<file path="src/rtl/miniproc_control_pkg.sv">
// Shared definitions for the mini processor controller: opcodes, FSM states,
// register indices and datapath widths.
package miniproc_control_pkg;

  localparam int WORD_W = 4;
  localparam int PC_W   = 3;
  localparam int OP_W   = 2;
  localparam int REG_W  = 2;

  typedef enum logic [OP_W-1:0] {
    OP_ADD  = 2'b00,
    OP_SUB  = 2'b01,
    OP_MOV  = 2'b10,
    OP_HALT = 2'b11
  } opcode_e;

  typedef enum logic [2:0] {
    S_IDLE   = 3'd0,
    S_LOAD   = 3'd1,
    S_FETCH  = 3'd2,
    S_DECODE = 3'd3,
    S_EXEC   = 3'd4,
    S_HALT   = 3'd5
  } state_e;

  localparam logic [REG_W-1:0] R1 = 2'd1;
  localparam logic [REG_W-1:0] R2 = 2'd2;
  localparam logic [REG_W-1:0] R3 = 2'd3;

  localparam logic [PC_W-1:0] LAST_ADR = 3'd7;

endpackage

</file>
<file path="src/rtl/miniproc_control_if.sv">
// Host control plus instruction/data memory buses of the controller.
// master = controller side, slave = host and memories.
interface miniproc_control_if;
  import miniproc_control_pkg::*;

  logic              load;
  logic [OP_W-1:0]   load_data;
  logic              start;
  logic [PC_W-1:0]   i_adr;
  logic              i_w_e_n;
  logic [OP_W-1:0]   i_data_w;
  logic [OP_W-1:0]   i_out;
  logic [REG_W-1:0]  adr_r_a;
  logic [REG_W-1:0]  adr_r_b;
  logic [WORD_W-1:0] out_a;
  logic [WORD_W-1:0] out_b;
  logic              d_w_e_n;
  logic [REG_W-1:0]  adr_w;
  logic [WORD_W-1:0] data_w;
  logic [PC_W-1:0]   pc;
  logic              carry;
  logic              busy;
  logic              done;

  modport master (
    input  load, load_data, start, i_out, out_a, out_b,
    output i_adr, i_w_e_n, i_data_w, adr_r_a, adr_r_b,
           d_w_e_n, adr_w, data_w, pc, carry, busy, done
  );

  modport slave (
    output load, load_data, start, i_out, out_a, out_b,
    input  i_adr, i_w_e_n, i_data_w, adr_r_a, adr_r_b,
           d_w_e_n, adr_w, data_w, pc, carry, busy, done
  );

endinterface

</file>
<file path="src/rtl/miniproc_control_mini_alu.sv">
// Combinational ALU: ADD/SUB with carry-or-borrow out, MOV passes operand a
// through and keeps the incoming carry.
module mini_alu
  import miniproc_control_pkg::*;
#(
  parameter int DATA_W = WORD_W
) (
  input  opcode_e           op,
  input  logic [DATA_W-1:0] a,
  input  logic [DATA_W-1:0] b,
  input  logic              carry_in,
  output logic [DATA_W-1:0] result,
  output logic              carry_out
);

  // Top bit of the extended difference is the borrow, i.e. a < b.
  function automatic logic [DATA_W:0] add_ext(input logic [DATA_W-1:0] x,
                                              input logic [DATA_W-1:0] y);
    return {1'b0, x} + {1'b0, y};
  endfunction

  function automatic logic [DATA_W:0] sub_ext(input logic [DATA_W-1:0] x,
                                              input logic [DATA_W-1:0] y);
    return {1'b0, x} - {1'b0, y};
  endfunction

  logic [DATA_W:0] sum;
  logic [DATA_W:0] diff;

  always_comb begin
    sum       = add_ext(a, b);
    diff      = sub_ext(a, b);
    result    = '0;
    carry_out = carry_in;
    case (op)
      OP_ADD: begin
        result    = sum[DATA_W-1:0];
        carry_out = sum[DATA_W];
      end
      OP_SUB: begin
        result    = diff[DATA_W-1:0];
        carry_out = diff[DATA_W];
      end
      OP_MOV:  result = a;
      default: result = '0;
    endcase
  end

endmodule

</file>
<file path="src/rtl/miniproc_control.sv">
// Mini processor controller: program load, FETCH/DECODE/EXEC sequencing,
// program counter and carry flag; arithmetic lives in mini_alu.
module miniproc_control
  import miniproc_control_pkg::*;
(
  input logic                clock,
  input logic                reset,
  miniproc_control_if.master bus
);

  state_e            state_q, state_d;
  logic [PC_W-1:0]   pc_q, pc_d;
  logic [PC_W-1:0]   ld_cnt_q, ld_cnt_d;
  opcode_e           opcode_q, opcode_d;
  logic              carry_q, carry_d;
  logic [WORD_W-1:0] alu_result;
  logic              alu_carry;

  mini_alu #(.DATA_W(WORD_W)) u_alu (
    .op        (opcode_q),
    .a         (bus.out_a),
    .b         (bus.out_b),
    .carry_in  (carry_q),
    .result    (alu_result),
    .carry_out (alu_carry)
  );

  always_comb begin
    state_d      = state_q;
    pc_d         = pc_q;
    ld_cnt_d     = ld_cnt_q;
    opcode_d     = opcode_q;
    carry_d      = carry_q;
    bus.i_adr    = '0;
    bus.i_w_e_n  = 1'b1;
    bus.i_data_w = '0;
    bus.adr_r_a  = '0;
    bus.adr_r_b  = '0;
    bus.d_w_e_n  = 1'b1;
    bus.adr_w    = '0;
    bus.data_w   = '0;
    case (state_q)
      S_IDLE, S_HALT: begin
        if (bus.load) begin
          state_d  = S_LOAD;
          ld_cnt_d = '0;
        end else if (bus.start) begin
          state_d = S_FETCH;
          pc_d    = '0;
        end
      end
      // Write strobes are masked by reset so a reset edge never commits a write.
      S_LOAD: begin
        bus.i_adr    = ld_cnt_q;
        bus.i_data_w = bus.load_data;
        bus.i_w_e_n  = reset;
        ld_cnt_d     = ld_cnt_q + 3'd1;
        if (!bus.load || ld_cnt_q == LAST_ADR) state_d = S_IDLE;
      end
      S_FETCH: begin
        bus.i_adr = pc_q;
        state_d   = S_DECODE;
      end
      S_DECODE: begin
        bus.i_adr = pc_q;
        opcode_d  = opcode_e'(bus.i_out);
        state_d   = (opcode_e'(bus.i_out) == OP_HALT) ? S_HALT : S_EXEC;
      end
      S_EXEC: begin
        case (opcode_q)
          OP_ADD, OP_SUB: begin
            bus.adr_r_a = R1;
            bus.adr_r_b = R2;
          end
          OP_MOV: begin
            bus.adr_r_a = R3;
            bus.adr_r_b = R3;
          end
          default: ;
        endcase
        bus.d_w_e_n = reset;
        bus.adr_w   = (opcode_q == OP_MOV) ? R1 : R3;
        bus.data_w  = alu_result;
        carry_d     = alu_carry;
        pc_d        = pc_q + 3'd1;
        state_d     = S_FETCH;
      end
      default: state_d = S_IDLE;
    endcase
    bus.pc    = pc_q;
    bus.carry = carry_q;
    bus.busy  = (state_q == S_FETCH) || (state_q == S_DECODE) || (state_q == S_EXEC);
    bus.done  = (state_q == S_HALT);
  end

  always_ff @(posedge clock) begin
    if (reset) begin
      state_q  <= S_IDLE;
      pc_q     <= '0;
      ld_cnt_q <= '0;
      opcode_q <= OP_ADD;
      carry_q  <= 1'b0;
    end else begin
      state_q  <= state_d;
      pc_q     <= pc_d;
      ld_cnt_q <= ld_cnt_d;
      opcode_q <= opcode_d;
      carry_q  <= carry_d;
    end
  end

endmodule

</file>
<file path="src/flat_wrapper.sv">
// flat-port wrapper written by rule: the top's interface ports become plain ports
module miniproc_control_flat import miniproc_control_pkg::*;
  (clock, reset, bus_load, bus_load_data, bus_start, bus_i_out, bus_out_a, bus_out_b, bus_i_adr, bus_i_w_e_n, bus_i_data_w, bus_adr_r_a, bus_adr_r_b, bus_d_w_e_n, bus_adr_w, bus_data_w, bus_pc, bus_carry, bus_busy, bus_done);
  miniproc_control_if bus_i ();
  input logic clock;
  input logic reset;
  input wire logic [$bits(bus_i.load)-1:0] bus_load;
  input wire logic [$bits(bus_i.load_data)-1:0] bus_load_data;
  input wire logic [$bits(bus_i.start)-1:0] bus_start;
  input wire logic [$bits(bus_i.i_out)-1:0] bus_i_out;
  input wire logic [$bits(bus_i.out_a)-1:0] bus_out_a;
  input wire logic [$bits(bus_i.out_b)-1:0] bus_out_b;
  output wire logic [$bits(bus_i.i_adr)-1:0] bus_i_adr;
  output wire logic [$bits(bus_i.i_w_e_n)-1:0] bus_i_w_e_n;
  output wire logic [$bits(bus_i.i_data_w)-1:0] bus_i_data_w;
  output wire logic [$bits(bus_i.adr_r_a)-1:0] bus_adr_r_a;
  output wire logic [$bits(bus_i.adr_r_b)-1:0] bus_adr_r_b;
  output wire logic [$bits(bus_i.d_w_e_n)-1:0] bus_d_w_e_n;
  output wire logic [$bits(bus_i.adr_w)-1:0] bus_adr_w;
  output wire logic [$bits(bus_i.data_w)-1:0] bus_data_w;
  output wire logic [$bits(bus_i.pc)-1:0] bus_pc;
  output wire logic [$bits(bus_i.carry)-1:0] bus_carry;
  output wire logic [$bits(bus_i.busy)-1:0] bus_busy;
  output wire logic [$bits(bus_i.done)-1:0] bus_done;
  assign bus_i.load = bus_load;
  assign bus_i.load_data = bus_load_data;
  assign bus_i.start = bus_start;
  assign bus_i.i_out = bus_i_out;
  assign bus_i.out_a = bus_out_a;
  assign bus_i.out_b = bus_out_b;
  assign bus_i_adr = bus_i.i_adr;
  assign bus_i_w_e_n = bus_i.i_w_e_n;
  assign bus_i_data_w = bus_i.i_data_w;
  assign bus_adr_r_a = bus_i.adr_r_a;
  assign bus_adr_r_b = bus_i.adr_r_b;
  assign bus_d_w_e_n = bus_i.d_w_e_n;
  assign bus_adr_w = bus_i.adr_w;
  assign bus_data_w = bus_i.data_w;
  assign bus_pc = bus_i.pc;
  assign bus_carry = bus_i.carry;
  assign bus_busy = bus_i.busy;
  assign bus_done = bus_i.done;
  miniproc_control u_core (.clock(clock), .reset(reset), .bus(bus_i));
endmodule
</file>
<file path="config.mk">
export PLATFORM = sky130hd
export DESIGN_NAME = miniproc_control_flat
export DESIGN_NICKNAME = d
export VERILOG_FILES = /design/src/rtl/miniproc_control_pkg.sv /design/src/rtl/miniproc_control_if.sv /design/src/rtl/miniproc_control_mini_alu.sv /design/src/rtl/miniproc_control.sv /design/src/flat_wrapper.sv
export SDC_FILE = /design/constraint.sdc
export NUM_CORES = 1
export LEC_CHECK = 0
export BUFFER_PORTS_ARGS = -buffer_cell sky130_fd_sc_hd__buf_2
export CAP_MARGIN = 20
export CORE_MARGIN = 10
export CORE_UTILIZATION = 49
export CTS_BUF_LIST = sky130_fd_sc_hd__clkbuf_2 sky130_fd_sc_hd__clkbuf_4 sky130_fd_sc_hd__clkbuf_8
export DETAILED_ROUTE_END_ITERATION = 16
export PLACE_DENSITY = 0.89
export SYNTH_ARGS = -nofsm -noshare
export SYNTH_HDL_FRONTEND = slang
export SYNTH_HIERARCHICAL = 1
export SYNTH_SLANG_ARGS = --single-unit
export TNS_END_PERCENT = 20
</file>
<file path="constraint.sdc">
create_clock -name clock -period 2.6 [get_ports clock]
set_input_delay 0.26 -clock clock [delete_from_list [all_inputs] [get_ports clock]]
set_output_delay 0.26 -clock clock [all_outputs]
set_load 0.01 [all_outputs]
</file>
==> results.json <==
{
  "max_stage_delay_ps": 490,
  "relSlewSlack_pct": 67.3,
  "cts-resized-gates": 0,
  "status": "finished, final reports clean",
  "vias": 1128,
  "synth-async-reset-ratio_pct": 0,
  "setup_violations": 0,
  "numCtsBuffers": 3,
  "synth_area_leader_cell": "dfxtp_1",
  "yosys_register_bits": 12,
  "synth.most_common_cell": "nor2_1",
  "clock_sinks": 12,
  "synth_area_mm2": 0.00114,
  "synthAdderAreaFrac_pct": 16.4,
  "synthTopCellsByArea": "dfxtp_1 (21%), ha_1 (12%), nor2_1 (5.9%)",
  "dpl.hpwl_um": 2330,
  "htreeDepth": 1,
  "rsz0062_at_grt": "no",
  "synthCells": 148,
  "syn_avg_cell_area_um2": 7.73,
  "drive_above_1_share_pct": 27.8,
  "critical_path_required_ps": 2340,
  "end_kind": "output pin",
  "cpMostUsedCell": "inv_2",
  "placed_cell_area_mm2": 0.00131,
  "grt_pass1_wl_um": 4640,
  "synth_simple_gate_area_share_pct": 29.1,
  "grt_max_degree": 17,
  "slew_viol_final": 0,
  "yosysWarnings": 6,
  "antenna_found_initial": 0,
  "nNetsFinal": 211,
  "instances_no_fill": 208,
  "powerDensity_mw_per_mm2": 337,
  "wl_per_cell_um": 14.1,
  "finalHoldViolCount": 0,
  "p_comb_share_pct": 29.6,
  "synth_top_family_by_area": "simple AND/OR/NAND/NOR gates",
  "ctsLongestPathBuffers": 2,
  "worstPathArrival_ps": 1900,
  "antenna_cells": 0,
  "grt_use_total_pct": 12.5,
  "power_frac_seq_pct": 45.9,
  "clk_pin_slew_ps": 70,
  "p_leak_uw": 0.000680,
  "critPathTopFamily": "simple AND/OR/NAND/NOR gates",
  "wl_met3_um": 254,
  "dpl.cell_count": 205,
  "clock_power_share_pct": 24.6,
  "routed.top_layer": "met3",
  "worst_path_max_delay_cell": "dfxtp_1",
  "fin_skew_ps": 1.72,
  "ir_worst_vdd_mv": 0.338,
  "fill_cells": 206,
  "initial_core_util_pct": 51.7,
  "synth_cell_types": 44,
  "core_mm2": 0.00221,
  "synthMuxAreaShare_pct": 5.36,
  "final_cell_area_mm2": 0.00133,
  "crit_buf_inv": 3,
  "hp-class": "in2reg",
  "fp.dieH_um": 68.3,
  "fin_crit_sh_pct": 82.9,
  "path_class": "reg2out",
  "p_int_uw": 306,
  "gp_congestion": 0.840,
  "cts_setup_buffers": 0,
  "viasPerCell": 5.42,
  "max_freq_mhz": 464,
  "wl_met2_um": 1510,
  "areaGrowthSynthToFinish_pct": 16.2,
  "die-area_mm2": 0.00467,
  "synth.net_count": 177,
  "synth_top_area_share_pct": 21.0,
  "drcViolationCount": 0,
  "cts_tree": "built",
  "cts-root-buf": "clkbuf_4",
  "clkLatencyLatePin_ps": 260,
  "drtIter0Drc": 64,
  "synth_commonest_cells": "nor2_1 (18), dfxtp_1 (12), ha_1 (11), inv_1 (10), nand2_1 (10)",
  "port_buffers": 38,
  "period_minus_slack_ps": 2160,
  "drv_cap": 0,
  "cts_hold_buf": 0,
  "die_w_um": 68.3,
  "setup-tns-final_ps": 0,
  "globalRouteOverflowTotal": 0,
  "synth_ff_type": "dfxtp_1",
  "wl_met1_um": 1170,
  "fp-row-count": 17,
  "synth_compound_area_share_pct": 17.9,
  "synth-xor-area-share_pct": 0.766,
  "cp_cell_sequence": "inv_2, or3_4, inv_2, or2b_1, buf_2",
  "worstPathMaxFanout": 12,
  "grt_pass1_vias": 1110,
  "tightestPinTransition_ps": 490,
  "synth_edf_count": 0,
  "crit_path_start_kind": "flip-flop",
  "switching_share_pct": 31.6,
  "drtAntennaViolNets": 0,
  "first_pass_iters": 4,
  "routed_wl_um": 2940,
  "fin_util_pct": 60.1,
  "p_switching_uw": 141,
  "io_pins": 39,
  "ys_seq_area_share_pct": 21.0
}
cell families (layout without fill, tap and decap cells):
| logic type | after synthesis | count (layout) |
|---|---|---|
| buf+inv | 21 | 53 |
| fa+ha+maj | 14 | 14 |
| mux | 6 | 6 |
| flops | 12 | 12 |
| simple gates | 63 | 63 |
| compound gates | 31 | 31 |
| xor+xnor | 1 | 1 |
worst min-delay path: cells and delay by family:
kind | cells | cell delay, ps
AND/OR/NAND/NOR | 1 | 70
multiplexers | 1 | 60
buffers and inverters | 1 | 90
final timing paths:
kind / start / to / slack [ps] / cells past startpoint
worst min register to register: u_core/bus.carry / u_core/bus.carry / 480 / 2
worst max-delay path: u_core/state_q[2] / bus_d_w_e_n / 440 / 5
worst max register to register: u_core/state_q[2] / u_core/bus.pc[2] / 1000 / 5
worst min-delay path: bus_i_out[0] / u_core/opcode_q[0] / 240 / 3
final cells by class:
cell class	count	area, um2	area share (%)
clock buffer	3	22.5	1.69
inverter	12	45.0	3.39
multi-input combinational	115	796	59.9
sequential	12	240	18.1
tap	28	35.0	2.64
timing repair buffer	38	190	14.3
registers in the layout, indices dropped and copies added, names as in the netlist:
| register | flops |
|---|---|
| u_core/bus.carry | 1 |
| u_core/ld_cnt_q | 3 |
| u_core/opcode_q | 2 |
| u_core/bus.pc | 3 |
| u_core/state_q | 3 |
placed cells by master, fill, tap and decap left out, types with 2 or more instances in the layout:
cell type / n
a21oi_1: 8
a22oi_1: 3
and2_1: 6
and3_1: 3
buf_2: 38
clkbuf_4: 3
dfxtp_1: 12
fa_1: 2
ha_1: 11
inv_1: 10
inv_2: 2
mux2i_1: 5
nand2_1: 10
nand2b_1: 5
nand3_1: 2
nand3b_1: 4
nor2_1: 18
nor2_2: 2
nor2b_1: 4
nor3_1: 2
o21ai_0: 7
o21ai_1: 3
power by group through the flow:
stage,Combinational (uW),Clock [uW],Sequential [uW]
finish,132,110,205
global route,149,128,207
detailed placement,131,0,209
CTS,132,115,205
floorplan,98.9,0,200
global placement,123,0,209
routing by layer:
metal,GRT usage (%),up-vias
li1,-,568
met5,0,-
met2,24.0,40
met4,3.77,0
met3,4.40,0
met1,12.3,520
through the flow:
step / worst slack (ps) / hold WS (ps) / power, uW
after floorplan: 944 / 352 / 299
after global placement: 715 / 464 / 331
after detailed placement: 658 / 471 / 340
after CTS: 434 / 241 / 452
after global routing: 319 / 257 / 484
final: 444 / 243 / 448
Note: power is estimated with default switching activity, not from simulation.
